File: config.mk
export PLATFORM = sky130hd
export DESIGN_NAME = uart_tx_buffered
export DESIGN_NICKNAME = d
export VERILOG_FILES = /design/src/rtl/uart_tx_buffered.sv
export SDC_FILE = /design/constraint.sdc
export NUM_CORES = 1
export LEC_CHECK = 0
export CAP_MARGIN = 20
export CORE_UTILIZATION = 45
export DETAILED_ROUTE_END_ITERATION = 8
export GPL_ROUTABILITY_DRIVEN = 0
export GPL_TIMING_DRIVEN = 0
export PLACE_DENSITY_LB_ADDON = 0.3
export SLEW_MARGIN = 0
export SYNTH_ARGS = -nofsm -noshare
export SYNTH_HDL_FRONTEND = slang
export SYNTH_SLANG_ARGS = --single-unit
File: constraint.sdc
create_clock -name s_axi_aclk -period 5.1 [get_ports s_axi_aclk]
set_input_delay 1.02 -clock s_axi_aclk [delete_from_list [all_inputs] [get_ports s_axi_aclk]]
set_output_delay 1.02 -clock s_axi_aclk [all_outputs]
set_load 0.005 [all_outputs]
File: src/rtl/uart_tx_buffered.sv
// Buffered UART transmitter: byte FIFO feeding a start/data/parity/stop serialiser.
// Frame settings are captured when a byte leaves the FIFO, so the frame in flight
// is unaffected by later configuration changes.
module uart_tx_buffered #(
   parameter  int unsigned FIFO_DEPTH = 16,
   parameter  int unsigned DIV_WIDTH  = 16,
   localparam int unsigned CNT_W      = $clog2(FIFO_DEPTH) + 1
) (
   input  logic                 s_axi_aclk,
   input  logic                 s_axi_aresetn,
   input  logic [7:0]           tx_data,
   input  logic                 tx_valid,
   output logic                 tx_ready,
   input  logic [DIV_WIDTH-1:0] divisor,
   input  logic [1:0]           data_size,
   input  logic                 parity_en,
   input  logic                 parity_mode,
   input  logic                 stop_bits,
   input  logic                 buf_clear,
   input  logic [CNT_W-1:0]     irq_threshold,
   output logic                 tx,
   output logic                 busy,
   output logic [CNT_W-1:0]     fill_level,
   output logic                 empty,
   output logic                 full,
   output logic                 interrupt
);

   localparam int unsigned AW = $clog2(FIFO_DEPTH);

   typedef enum logic [2:0] {IDLE, START, DATA, PARITY, STOP} state_t;

   logic [7:0]           mem [FIFO_DEPTH];
   logic [AW-1:0]        wr_ptr;
   logic [AW-1:0]        rd_ptr;
   logic [CNT_W-1:0]     count_nxt_c;

   state_t               state;
   logic [DIV_WIDTH-1:0] baud_cnt;
   logic [DIV_WIDTH-1:0] div_l;
   logic [7:0]           shreg;
   logic [2:0]           bit_idx;
   logic [2:0]           last_idx;
   logic                 par_en_l;
   logic                 par_bit;
   logic                 stop2_l;
   logic                 stop_idx;

   logic                 push_c;
   logic                 pop_c;
   logic                 bit_end_c;
   logic                 frame_end_c;
   logic [7:0]           mask_c;
   logic [7:0]           data_c;
   logic                 line_c;

   // Handshake, bit timing and FIFO head decode
   always_comb begin
      push_c      = tx_valid && !full && !buf_clear;
      bit_end_c   = (baud_cnt == div_l);
      frame_end_c = (state == STOP) && bit_end_c && (stop_idx || !stop2_l);
      pop_c       = ((state == IDLE) || frame_end_c) && !empty && !buf_clear;
      mask_c      = 8'hFF >> (2'd3 - data_size);
      data_c      = mem[rd_ptr] & mask_c;
   end

   // Next fill level; a clear wins over any same-edge push or pop
   always_comb begin
      count_nxt_c = fill_level;
      if (buf_clear) begin
         count_nxt_c = '0;
      end else if (push_c && !pop_c) begin
         count_nxt_c = fill_level + CNT_W'(1);
      end else if (pop_c && !push_c) begin
         count_nxt_c = fill_level - CNT_W'(1);
      end
   end

   // Serial line level for the current state, registered into tx one edge later
   always_comb begin
      line_c = 1'b1;
      case (state)
         START:   line_c = 1'b0;
         DATA:    line_c = shreg[0];
         PARITY:  line_c = par_bit;
         default: line_c = 1'b1;
      endcase
   end

   // FIFO storage, no reset needed on the data array
   always_ff @(posedge s_axi_aclk) begin
      if (push_c) begin
         mem[wr_ptr] <= tx_data;
      end
   end

   // FIFO pointers and registered status flags
   always_ff @(posedge s_axi_aclk or negedge s_axi_aresetn) begin
      if (!s_axi_aresetn) begin
         wr_ptr     <= '0;
         rd_ptr     <= '0;
         fill_level <= '0;
         empty      <= 1'b1;
         full       <= 1'b0;
         tx_ready   <= 1'b1;
      end else begin
         if (buf_clear) begin
            wr_ptr <= '0;
            rd_ptr <= '0;
         end else begin
            if (push_c) wr_ptr <= wr_ptr + AW'(1);
            if (pop_c)  rd_ptr <= rd_ptr + AW'(1);
         end
         fill_level <= count_nxt_c;
         empty      <= (count_nxt_c == '0);
         full       <= (count_nxt_c == CNT_W'(FIFO_DEPTH));
         tx_ready   <= (count_nxt_c != CNT_W'(FIFO_DEPTH));
      end
   end

   // Frame sequencer with latched per-frame configuration and registered outputs
   always_ff @(posedge s_axi_aclk or negedge s_axi_aresetn) begin
      if (!s_axi_aresetn) begin
         state     <= IDLE;
         baud_cnt  <= '0;
         div_l     <= '0;
         shreg     <= '0;
         bit_idx   <= '0;
         last_idx  <= '0;
         par_en_l  <= 1'b0;
         par_bit   <= 1'b0;
         stop2_l   <= 1'b0;
         stop_idx  <= 1'b0;
         tx        <= 1'b1;
         busy      <= 1'b0;
         interrupt <= 1'b0;
      end else begin
         tx        <= line_c;
         busy      <= (state != IDLE);
         interrupt <= frame_end_c && (fill_level <= irq_threshold);
         if (pop_c) begin
            state    <= START;
            baud_cnt <= '0;
            div_l    <= divisor;
            shreg    <= data_c;
            last_idx <= 3'(data_size) + 3'd4;
            par_en_l <= parity_en;
            par_bit  <= (^data_c) ^ parity_mode;
            stop2_l  <= stop_bits;
         end else if (frame_end_c) begin
            state    <= IDLE;
            baud_cnt <= '0;
         end else if (state != IDLE) begin
            if (!bit_end_c) begin
               baud_cnt <= baud_cnt + DIV_WIDTH'(1);
            end else begin
               baud_cnt <= '0;
               case (state)
                  START: begin
                     state   <= DATA;
                     bit_idx <= '0;
                  end
                  DATA: begin
                     shreg <= {1'b0, shreg[7:1]};
                     if (bit_idx == last_idx) begin
                        state    <= par_en_l ? PARITY : STOP;
                        stop_idx <= 1'b0;
                     end else begin
                        bit_idx <= bit_idx + 3'd1;
                     end
                  end
                  PARITY: begin
                     state    <= STOP;
                     stop_idx <= 1'b0;
                  end
                  STOP:    stop_idx <= 1'b1;
                  default: state <= IDLE;
               endcase
            end
         end
      end
   end

endmodule

# Yosys cells after proc, flatten, opt, wreduce, memory -nomap -nowiden
# Memory sizes are Yosys's and may differ from the RTL's.
# Cells that the tools add are included.
[word_totals] reg_bits=72 mem_bits_rw=128 input_bits=38 mem_count=1
[memory_table] name="mem" depth=16 word_bits=8 read_ports=1 rd_clocked_by_memory_dff=0 wr=1 line_no="33" source="logic [7:0] mem [FIFO_DEPTH];"
[op_classes] n_addsub=8 magnitude_cmp=1 n_eq_ne=13 n_shift=1 mux=30 bitwise_logic=4 reduce_logical=34
[op_table] cell="$mux 16" count=4
[op_table] cell="$mux 8" count=5
[op_table] cell="$mux 3" count=7
[op_table] cell="$add 16x1->16 const B" count=1
[op_table] cell="$eq 16x16->1" count=1
[op_table] cell="$mux 4" count=4
[op_table] cell="$mux 5" count=3
[op_table] cell="$pmux 3 s4" count=1
[op_table] cell="$reduce_and 6->1" count=2
[op_table] cell="$reduce_bool 2->1" count=6
[op_table] cell="$reduce_bool 3->1" count=4
[op_table] cell="$logic_and 1x1->1" count=9
[op_table] cell="$add 4x1->4 const B" count=2
[op_table] cell="$and 8x8->8" count=1
[op_table] cell="$reduce_and 4->1" count=2
[op_table] cell="$reduce_xor 8->1" count=1
[op_table] cell="$shr 8x2->8 const A" count=1
[op_table] cell="$eq 3x2->1 const B" count=2
[op_table] cell="$logic_not 1->1" count=6
[op_table] cell="$ne 2x2->1 const B" count=3
[op_table] cell="$pmux 1 s3" count=2
[op_table] cell="$pmux 3 s2" count=1
[op_table] cell="$add 5x1->5 const B" count=1
[op_table] cell="$eq 5x5->1 const B" count=1
[op_table] cell="other kinds (17)" count=21

# Longest topological paths before layout
[depth] word_depth=11 ltp_mapped=11

# Worst setup path before layout
# OpenSTA, ideal clock, no wires.
[synth_timing] kind="input port to flip-flop" startpoint="input port tx_valid" endpoint="register tx_ready" setup_time_ns=0.094 arrival_ns=2.649 required_ns=5.006 path_slack_ns=2.356 path_stages=8 path_cell_list="nand2b_1 -> clkbuf_1 -> nand2_1 -> or4_1 -> nor3_2 -> nor3_1 -> nor3_4 -> or4b_1"
[synth_between] elab_chain_cells=8 elab_cells_between_ends=9
[synth_lines] element="from (decl)" line_no="12" source="input logic tx_valid,"
[synth_lines] element="$logic_and 1x1->1 (*) (2 in series)" line_no="59" source="push_c = tx_valid && !full && !buf_clear;"
[synth_lines] element="$logic_not 1->1" line_no="74" source="end else if (pop_c && !push_c) begin"
[synth_lines] element="$logic_and 1x1->1" line_no="74"
[synth_lines] element="$mux 5" line_no="74"
[synth_lines] element="$mux 5 (*)" line_no="72" source="end else if (push_c && !pop_c) begin"
[synth_lines] element="$mux 5 (*)" line_no="70" source="if (buf_clear) begin"
[synth_lines] element="via count_nxt_c[4]" line_no="36" source="logic [CNT_W-1:0] count_nxt_c;"
[synth_lines] element="$ne 5x5->1 (*)" line_no="117" source="tx_ready <= (count_nxt_c != CNT_W'(FIFO_DEPTH));"
[synth_lines] element="to (signal assigned)" line_no="117"
[synth_lines] element="to (decl)" line_no="13" source="output logic tx_ready,"
# Mark *: on every way through the listed nets, which the timed path passes. The rest lies on a longest branch.
# A chain may end at the register's enable or synchronous reset.

# Worst setup path after layout
# Ends and elaborated chain as after synthesis.

==> impl_metrics.tcl <==
set metrics [dict create \
    ir_worst_vdd_v 0.000266 \
    synth-seq-area-share_pct 64.1 \
    n_fill_cell 1536 \
    critical_path_arrival_ns 3.35 \
    wl_um 17800 \
    worstSetupPathType "in2reg" \
    die_w_um 142 \
    grt_pass1_vias 5397 \
    timing.final.setup_violations 0 \
    power.total_w 0.00320 \
    clk_pin_slew_ns 0.08 \
    wl_per_cell_um 18.8 \
    cp_slowest_cell "or4b_1" \
    fin_area_um2 10200 \
    portBuffers 48 \
    clk_latency_ns 0.44 \
    postCtsSetupBuffers 0 \
    vias_per_cell 5.43 \
    cp-start-kind "primary input" \
    cts_tree "built" \
    setup_tns_ns 0 \
    grt_pass1_wl_um 28200 \
    critPathCaptureType "register" \
    cts_root_buf "clkbuf_16" \
    drc 0 \
    core_area_um2 19000 \
    worst-path-buf-inv 2 \
    ant_nets 0 \
    synth-edff-count 128 \
    synth_nets 659 \
    htree_num_levels 4 \
    cts_resized 0 \
    crit_chain "clkdlybuf4s50_1 -> nand2b_1 -> clkbuf_1 -> nand2_1 -> or4_1 -> nor3_2 -> nor3_1 -> nor3_4 -> or4b_1" \
    ys_types 55 \
    fmax_ghz 0.333 \
    post-route-period-util_pct 58.8 \
    tightestPinTransition_ns 0.898 \
    die_area_um2 20100 \
    hold_viol 0 \
    ctsHoldBuffers 0 \
    clock_sinks 200 \
    placed_cells 915 \
    die_y_um 142 \
    rsz0062_at_grt "false" \
    ys_ff_latch 200 \
    drtPass1Iterations 4 \
    syn_area_um2 8810 \
    ctsLongestPathBuffers 2 \
    drtIter0Drc 332 \
    cap_violations 0 \
    start_util_pct 46.5 \
    drive_above_1_share_pct 13.8 \
    vias 5139 \
    yosys.area.top_type "edfxtp_1" \
    ios 49 \
    cp_slowest_stage_delay_ns 0.47 \
    n_antenna_cell 0 \
    skew_ns 0.0208 \
    syn_inst 607 \
    synth.area.top_cells "edfxtp_1, dfrtp_1, mux4_2, xor2_1, mux2i_1" \
    holdCritPathClass "reg2reg" \
    dpl_cell_area_um2 9620 \
    grt_max_degree 73 \
    worstPathMaxFanout 9 \
    place_hpwl_um 12500 \
    synthFlopType "edfxtp_1" \
    fin_cells 947 \
    crit_family "simple AND/OR/NAND/NOR gates" \
    ys_warn_count 0 \
    rows 50 \
    async_reset_ff_share_pct 36.0 \
    grt_usage_pct 18.9 \
    p_per_area_nw_per_um2 314 \
    leakagePower_nw 3.83 \
    period_needed_ns 3.00 \
    final_nets 726 \
    cts_made_buffers 17 \
    status "completed" \
    grt_remaining_overflow 0 \
    antenna_found_initial 0 \
    area_delta_synth_final_pct 15.7 \
    syn_avg_cell_area_um2 14.5 \
    netlist.area_leader.share_pct 43.6 \
    slew_headroom_pct 40.2 \
    cp_data_required_time_ns 5.45 \
    slew_viol_final 0 \
]
-- per-layer routing --
metal	GRT usage (%)	share of wire, %	up-vias
met2	32.5	50	134
met1	23.4	43	2586
li1	-	-	2394
met4	7.13	1.9	0
met5	0	0	-
met3	4.00	4.2	25
-- synthesized netlist by cell type (all sizes together) (5+ instances only) --
cell type / instances
a21oi: 14
a221oi: 12
a22oi: 5
and2: 17
and3: 5
buf: 10
clkbuf: 15
dfrtp: 69
edfxtp: 128
ha: 14
inv: 14
mux2: 23
mux2i: 27
mux4: 23
nand2: 42
nand2b: 6
nand3: 11
nand4: 6
nor2: 41
nor2b: 5
nor3: 12
nor4: 7
o21a: 5
o21ai: 24
xnor2: 13
xor2: 35
-- path summary, 6_finish.rpt --
check / from / end / slack [ns] / cells after the start
max: tx_valid / tx_ready / 2.10 / 9
min: last_idx[2] / last_idx[2] / 0.50 / 1
max reg2reg: baud_cnt[8] / tx_ready / 2.23 / 8
min reg2reg: last_idx[2] / last_idx[2] / 0.50 / 1
max in group asynchronous: s_axi_aresetn / shreg[2] / 3.80 / 1
min in group asynchronous: s_axi_aresetn / div_l[15] / 0.71 / 1
-- flip-flops by register name, summed over array words and instances, names as in the netlist, 3 cells and up --
register / flops
wr_ptr: 4
baud_cnt: 16
state: 3
mem: 128
rd_ptr: 4
div_l: 16
last_idx: 3
bit_idx: 3
fill_level: 5
shreg: 8
-- power breakdown --
group | total (W) | switching [W] | internal [W]
Combinational | 0.000143 | 0.0000756 | 0.0000677
Sequential | 0.00175 | 0.0000121 | 0.00174
Clock | 0.00131 | 0.000649 | 0.000657
Total | 0.00320 | 0.000736 | 0.00247
-- metrics by stage --
stage | hold slack [ns] | utilization [%] | worst slack, ns
2_1_floorplan | 0.456 | - | 2.36
3_3_place_gp | 0.477 | 50.7 | 0.613
3_5_place_dp | 0.493 | 50.7 | 1.66
4_1_cts | 0.513 | 53.8 | 2.10
5_1_grt | 0.531 | 53.8 | 1.97
6_report | 0.501 | 53.8 | 2.10
-- logic make-up after synthesis --
group	share of synthesized area (%)
adder cells (fa/ha/maj)	2.10
AO/OA/AOI/OAI	5.08
buffers and inverters	2.20
multiplexers	12.0
XOR/XNOR	5.03
flip-flops	64.1
AND/OR/NAND/NOR	9.47
-- cell usage in the layout (no fill, tap or decap), types with 6 or more instances in the layout --
cell / count
edfxtp_1: 128
dfrtp_1: 69
clkdlybuf4s50_1: 47
nand2_1: 41
nor2_1: 40
xor2_1: 35
mux2i_1: 27
mux2_2: 23
o21ai_0: 20
mux4_2: 20
and2_1: 17
clkbuf_16: 17
clkbuf_1: 16
inv_1: 14
a21oi_1: 14
ha_1: 14
xnor2_1: 13
nand3_1: 11
a221oi_1: 11
nor3_1: 10
nor4_1: 6
nand4_1: 6
nand2b_1: 6
-- area by class of cell --
class	instances	area, um^2	share of cell area (%)
timing repair buffer	48	478	4.69
clock buffer	18	429	4.21
multi-input combinational	368	2970	29.1
buffer	25	141	1.39
tap	260	325	3.19
clock inverter	14	153	1.50
inverter	14	52.6	0.515
sequential	200	5650	55.4
No activity file was read; power rests on OpenSTA's default activity.
